File: src/rtl/pulse_mux.sv
// pulse_mux
// Registered source selector for the microwave encoder path. Chooses between
// an internal divided timing tick and one of N_CH external key/sensor
// channels. Each channel is synchronised and debounced, and can be delivered
// either as a level or as a one-shot pulse on its debounced rising edge.
// Changing the select forces one blanking cycle so the output never glitches
// between sources.
//
// Ports:
//   clk     - system clock, rising edge
//   rst     - asynchronous active-high reset
//   sel     - 0 = internal tick, k = channel k-1 (1..N_CH), above N_CH = invalid
//   mode    - 0 = level pass-through, 1 = one-shot on rising edge (channels only)
//   din     - raw asynchronous channel inputs
//   out     - registered selected output
//   sel_err - registered, high while the registered select is out of range
module pulse_mux #(
   parameter int N_CH        = 4,
   parameter int SEL_W       = 3,
   parameter int DIV         = 10,
   parameter int SYNC_STAGES = 2,
   parameter int DB_CYCLES   = 4
) (
   input  logic             clk,
   input  logic             rst,
   input  logic [SEL_W-1:0] sel,
   input  logic             mode,
   input  logic [N_CH-1:0]  din,
   output logic             out,
   output logic             sel_err
);

   // +1 keeps the counter at least one bit wide when DB_CYCLES is 1
   localparam int CNT_W  = $clog2(DB_CYCLES + 1);
   localparam int TCNT_W = $clog2(DIV);

   localparam logic [CNT_W-1:0]  CNT_MAX  = CNT_W'(DB_CYCLES - 1);
   localparam logic [TCNT_W-1:0] TCNT_MAX = TCNT_W'(DIV - 1);
   localparam logic [SEL_W-1:0]  SEL_MAX  = SEL_W'(N_CH);

   logic [SYNC_STAGES-1:0] sync_q [N_CH];
   logic [SYNC_STAGES-1:0] sync_d [N_CH];
   logic [N_CH-1:0]        sync_s;

   logic [CNT_W-1:0]       cnt_q [N_CH];
   logic [CNT_W-1:0]       cnt_d [N_CH];

   logic [N_CH-1:0]        db_q;
   logic [N_CH-1:0]        db_d;
   logic [N_CH-1:0]        db_prev_q;
   logic [N_CH-1:0]        db_prev_d;
   logic [N_CH-1:0]        rise;

   logic [TCNT_W-1:0]      tcnt_q;
   logic [TCNT_W-1:0]      tcnt_d;
   logic                   tick;

   logic [SEL_W-1:0]       sel_q;
   logic [SEL_W-1:0]       sel_d;
   logic                   out_q;
   logic                   out_d;
   logic                   sel_err_q;
   logic                   sel_err_d;
   logic                   src;

   // Last synchroniser stage is the MSB of each channel's shift register
   always_comb begin
      for (int i = 0; i < N_CH; i++) begin
         sync_s[i] = sync_q[i][SYNC_STAGES-1];
      end
   end

   // Synchroniser shift and debounce: a new value is accepted only after the
   // synced input has disagreed with the stable value for DB_CYCLES edges in a
   // row; any return to agreement restarts the count.
   always_comb begin
      for (int i = 0; i < N_CH; i++) begin
         sync_d[i] = {sync_q[i][SYNC_STAGES-2:0], din[i]};
         db_d[i]   = db_q[i];
         cnt_d[i]  = '0;
         if (sync_s[i] != db_q[i]) begin
            if (cnt_q[i] == CNT_MAX) begin
               db_d[i] = sync_s[i];
            end else begin
               cnt_d[i] = cnt_q[i] + CNT_W'(1);
            end
         end
      end
      db_prev_d = db_q;
      rise      = db_q & ~db_prev_q;
   end

   // Free-running tick divider, independent of the select
   always_comb begin
      tick   = (tcnt_q == TCNT_MAX);
      tcnt_d = tick ? '0 : tcnt_q + TCNT_W'(1);
   end

   // Source mux and blanking: a select change spends one cycle driving 0
   // while sel_q catches up, so the old and new sources never meet.
   always_comb begin
      src = 1'b0;
      if (sel_q == '0) begin
         src = tick;
      end else begin
         for (int i = 0; i < N_CH; i++) begin
            if (sel_q == SEL_W'(i + 1)) begin
               src = mode ? rise[i] : db_q[i];
            end
         end
      end

      sel_d     = sel;
      sel_err_d = (sel_q > SEL_MAX);
      out_d     = (sel != sel_q) ? 1'b0 : src;
   end

   always_ff @(posedge clk or posedge rst) begin
      if (rst) begin
         for (int i = 0; i < N_CH; i++) begin
            sync_q[i] <= '0;
            cnt_q[i]  <= '0;
         end
         db_q      <= '0;
         db_prev_q <= '0;
         tcnt_q    <= '0;
         sel_q     <= '0;
         out_q     <= 1'b0;
         sel_err_q <= 1'b0;
      end else begin
         for (int i = 0; i < N_CH; i++) begin
            sync_q[i] <= sync_d[i];
            cnt_q[i]  <= cnt_d[i];
         end
         db_q      <= db_d;
         db_prev_q <= db_prev_d;
         tcnt_q    <= tcnt_d;
         sel_q     <= sel_d;
         out_q     <= out_d;
         sel_err_q <= sel_err_d;
      end
   end

   assign out     = out_q;
   assign sel_err = sel_err_q;

endmodule
File: config.mk
export PLATFORM = sky130hd
export DESIGN_NAME = pulse_mux
export DESIGN_NICKNAME = d
export VERILOG_FILES = /design/src/rtl/pulse_mux.sv
export SDC_FILE = /design/constraint.sdc
export NUM_CORES = 1
export LEC_CHECK = 0
export ABC_CLOCK_PERIOD_IN_PS = 1300
export CAP_MARGIN = 20
export CORE_MARGIN = 2
export CORE_UTILIZATION = 49
export CTS_CLUSTER_DIAMETER = 100
export CTS_CLUSTER_SIZE = 8
export DETAILED_ROUTE_END_ITERATION = 10
export GPL_TIMING_DRIVEN = 0
export PLACE_DENSITY_LB_ADDON = 0.15
export SLEW_MARGIN = 20
export SYNTH_ARGS = -nofsm -noshare
export SYNTH_HDL_FRONTEND = slang
export SYNTH_SLANG_ARGS = --single-unit
File: constraint.sdc
create_clock -name clk -period 1.3 [get_ports clk]
set_clock_uncertainty 0.05 [all_clocks]
set_input_delay 0.26 -clock clk [delete_from_list [all_inputs] [get_ports clk]]
set_output_delay 0.26 -clock clk [all_outputs]
set_load 0.01 [all_outputs]
---- Yosys cells after proc, flatten, opt, wreduce, memory -nomap -nowiden ----
Cells that the tools add are included.
W data, S select, Z words.
storage, ports and cells
  output and inout bits ................... 2
  register bits ........................... 37
  logic and storage cells ................. 63
operators by class
  equality and inequality tests ........... 14
  $add $sub $neg .......................... 5
  muxes and demuxes ....................... 19
  order comparisons ....................... 1
  reduce and logical (&&, ||, !) cells .... 5
  bitwise gates (word level) .............. 2
operators with widths
  kind                   count
  $mux W3                8
  $eq A3 B2 Y1 const B   6
  $add A3 B1 Y3 const B  4
  $mux W1                10
  $reduce_and A2 Y1      4
  $add A4 B1 Y4 const B  1
  $and A4 B4 Y4          1
  $eq A4 B4 Y1 const B   1
  $mux W4                1
  $ne A1 B1 Y1           4
  $not A4 Y4             1
  $eq A3 B1 Y1 const B   1
  $eq A3 B3 Y1 const B   1
  $gt A3 B3 Y1 const B   1
  $logic_not A3 Y1       1
  $ne A3 B3 Y1           1

---- Longest topological paths before layout ----
  depth after elaboration ................. 9
  depth in mapped cells ................... 4
  mapped depth without buffers ............ 4

---- Least setup slack after synthesis ----
No wires, ideal clock.
  kind .................................... register to register
  from .................................... register tcnt_q[2]
  to ...................................... register out_q (netlist: out)
  required time ........................... 1185 ps
  data arrival time ....................... 1090 ps
  period minus slack after synthesis ...... 1205 ps
  cell stages (with the launch flop) ...... 5
  slack ................................... 95 ps
  cell sequence ........................... dfrtp_1 -> and4bb_2 -> nor3_1 -> o41ai_1 -> o21a_1
between the ends
  word-level cells in the longest chain between the ends .. 3
RTL lines
  element                   RTL line  text
  start: declaration        54        logic [TCNT_W-1:0] tcnt_q;
  start signal: assignment  137       tcnt_q <= tcnt_d;
  $eq A4 B4 Y1              95        tick = (tcnt_q == TCNT_MAX);
  $mux W1                   103       if (sel_q == '0) begin
  $mux W1                   115       out_d = (sel != sel_q) ? 1'b0 : src;
  named net out_d           61        logic out_d;
  end signal: assignment    139       out_q <= out_d;
  end: declaration          60        logic out_q;
The timed path passes the listed nets, and every way through them passes these cells.
A chain may end at the register's enable or synchronous reset.

---- Final worst setup path ----
  from .................................... register out_q (netlist: out)
  to ...................................... output out
RTL lines
  element           RTL line  text
  end: declaration  29        output logic out,
No word-level cell between the ends.

==> run metrics <==
status completed; initial drt markers 13; Remaining DRCs 0; Detailed Place HPWL 1181 um; Leak 0.7347 nW; gp weighted congestion 0.7124; I/O pins 12; Hold Buf Count CTS 0; Post-DP Area 1488 sq um; die area 3169 sq um; Post-Syn Nets 107; overflow left after global routing 0; routed vias/inst 5.215; Max rail drop VDD 1.164 mV; CTS root buffer clkbuf_4; die width 56.30 um; Synth Register Bits 37; startpoint types register; Worst-Margin Slew 719.1 ps; initial antenna violation count 0; Final Hold Vio Count 0; clock buffer count from CTS 5; GRT busiest layer met2; Worst path top cell family by delay flip-flops; FP Rows 18; power density over cell area 1738 nW/um^2; worst min path class input pin to asynchronous set/reset pin; most common cell after layout, fill and taps aside dfrtp_1; largest net degree at the start of global routing 38; ANT cells 0; Yosys warnings 0; Worst Setup End Kind output pin; CP Data Required Time 990 ps; vias in the first global route 771; port buffer count 11; clk sinks 37; drt wl/cell 12.40 um; cell area after synthesis 1340 sq um; DRT Pass-1 Iters 4; Layout area overhead 21.48%; R2R depth 4; MaxCap Viol Count 0; Max Root-Sink Buffers 2; min cycle time layout 1250 ps; antenna viol nets, final 0; clk_lat worst skew 340 ps; Yosys cell types 24; synthesized area per cell 14.41 sq um; Syn Inst Count 93; global-route wire length before repair 3367 um; H-tree Lvls 2; arrival time of the worst setup path 940 ps; GR Util All Layers 0.1436; routing usage on met1 0.1716; layout cells sized above 1 0.2018; Fillers 218; Worst Setup Slack, final 50.40 ps; met2 Resource Use GR 0.2168; met3 Usage GRT 0.07604; clock-pin transition on the worst setup and hold timing paths 110 ps; Slew Viols, Final 0; RSZ-0062 raised after global routing yes; CP max FO 1; Final setup viols 0; vias after detailed routing 751; final period utilization 0.9612; Post-Place Worst Slack -421.5 ps; starting density of the core 0.5265; CP Class register to output pin; most frequent cells in the layout dfrtp_1, clkdlybuf4s50_1, nor3b_1, nand2_1; CP max stage delay 380 ps; critical path depth 1; Die Ht 56.30 um; Layout Utilization 0.6396; crit path cell chain clkdlybuf4s15_1; drt total wl 1785 um; fmax 0.8003 GHz; Max transition margin 0.5199; CP Buf/Inv Count 1; core area 2545 sq um; CP max-delay cell dfrtp_1; Nets 127; finished layout cell area 1628 sq um; sequential share of the synthesized area 0.6909; CTS tree built
==> per-stage QoR <==
step | hold WS, ps | std cells | TNS (ps) | power (W)
global placement | 282.6 | 134 | -21690 | 0.001989
floorplan | 241.4 | 93 | 0 | 0.001884
detailed placement | 285.8 | 134 | -706.2 | 0.002025
finish | 294.5 | 144 | 0 | 0.002828
global route | 268.8 | 144 | -10.22 | 0.003029
CTS | 292.6 | 144 | 0 | 0.002848
==> repair_timing <==
| item | CTS | global route |
|---|---|---|
| gates resized for setup | 8 | 5 |
| pin swaps | 2 | 1 |
| buffers inserted | 2 | 0 |
| endpoints found under the setup margin | 3 | 5 |
| gates cloned | 0 | 0 |
==> area by class of cell <==
class	instances	area, sq um	area share
clock buffers	7	55.05	0.03382
clock inverters	1	30.03	0.01845
inverters	3	11.26	0.006918
multi-input cells	53	441.7	0.2713
flip-flops and latches	37	927.1	0.5696
well taps	30	37.54	0.02306
repair buffers	13	125.1	0.07686
==> flip-flops by register name (all words and copies together), names as in the netlist <==
signal	count
out	1
sync_d	4
sel_q	3
sel_err	1
db_prev_d	4
cnt_q	12
sync_q	4
db_prev_q	4
tcnt_q	4
==> routing by layer <==
metal / up-vias / part of all wire / wire length, um
li1: 365 / - / -
met2: 14 / 0.47 / 836
met3: 5 / 0.049 / 87
met4: 0 / 0.021 / 37
met1: 367 / 0.46 / 824
met5: - / 0 / 0
==> synthesized netlist by cell type, drive strengths merged <==
master | number | share of area
inv | 3 | 0.0084
xor2 | 1 | 0.0065
a211oi | 1 | 0.0056
o21a | 2 | 0.011
nor2b | 4 | 0.019
nand2 | 7 | 0.020
o41ai | 1 | 0.0065
nand2b | 1 | 0.0047
dfrtp | 37 | 0.69
and4bb | 1 | 0.0093
a2111oi | 1 | 0.0065
a21oi | 2 | 0.0075
nor3b | 7 | 0.039
nand3 | 1 | 0.0037
nand3b | 1 | 0.0056
nor3 | 4 | 0.015
o21ai | 1 | 0.0037
and3b | 1 | 0.0065
ha | 4 | 0.037
nand4 | 1 | 0.0047
a22o | 1 | 0.0065
mux2i | 1 | 0.0075
xnor2 | 5 | 0.033
mux2 | 5 | 0.042
==> final timing paths <==
kind                           start            to  slack [ps]
max                              out           out          50
min                              rst  db_prev_d[0]         290
max reg2reg                 sel_q[1]           out          50
min reg2reg                sync_d[1]     sync_q[1]         310
max in group asynchronous        rst      sel_q[1]         390
min in group clk              din[2]     sync_d[3]         300
==> cell families (layout without fill, tap and decap cells) <==
logic type	Yosys count	after routing	synth area share
DFF	37	37	0.6909
and+or+nand+nor	28	28	0.1270
AOI/OAI and AO/OA	9	9	0.04762
xor gates and xnor gates	6	6	0.03922
muxes	6	6	0.04948
adders and majority gates	4	4	0.03735
buffers and inverters	3	24	0.008403
==> where the power goes <==
group / internal (W) / switching, W
Sequential: 0.00139 / 0.000154
Combinational: 0.000262 / 0.000199
Clock: 0.000459 / 0.000360
Note: power is estimated with default switching activity, not from simulation.
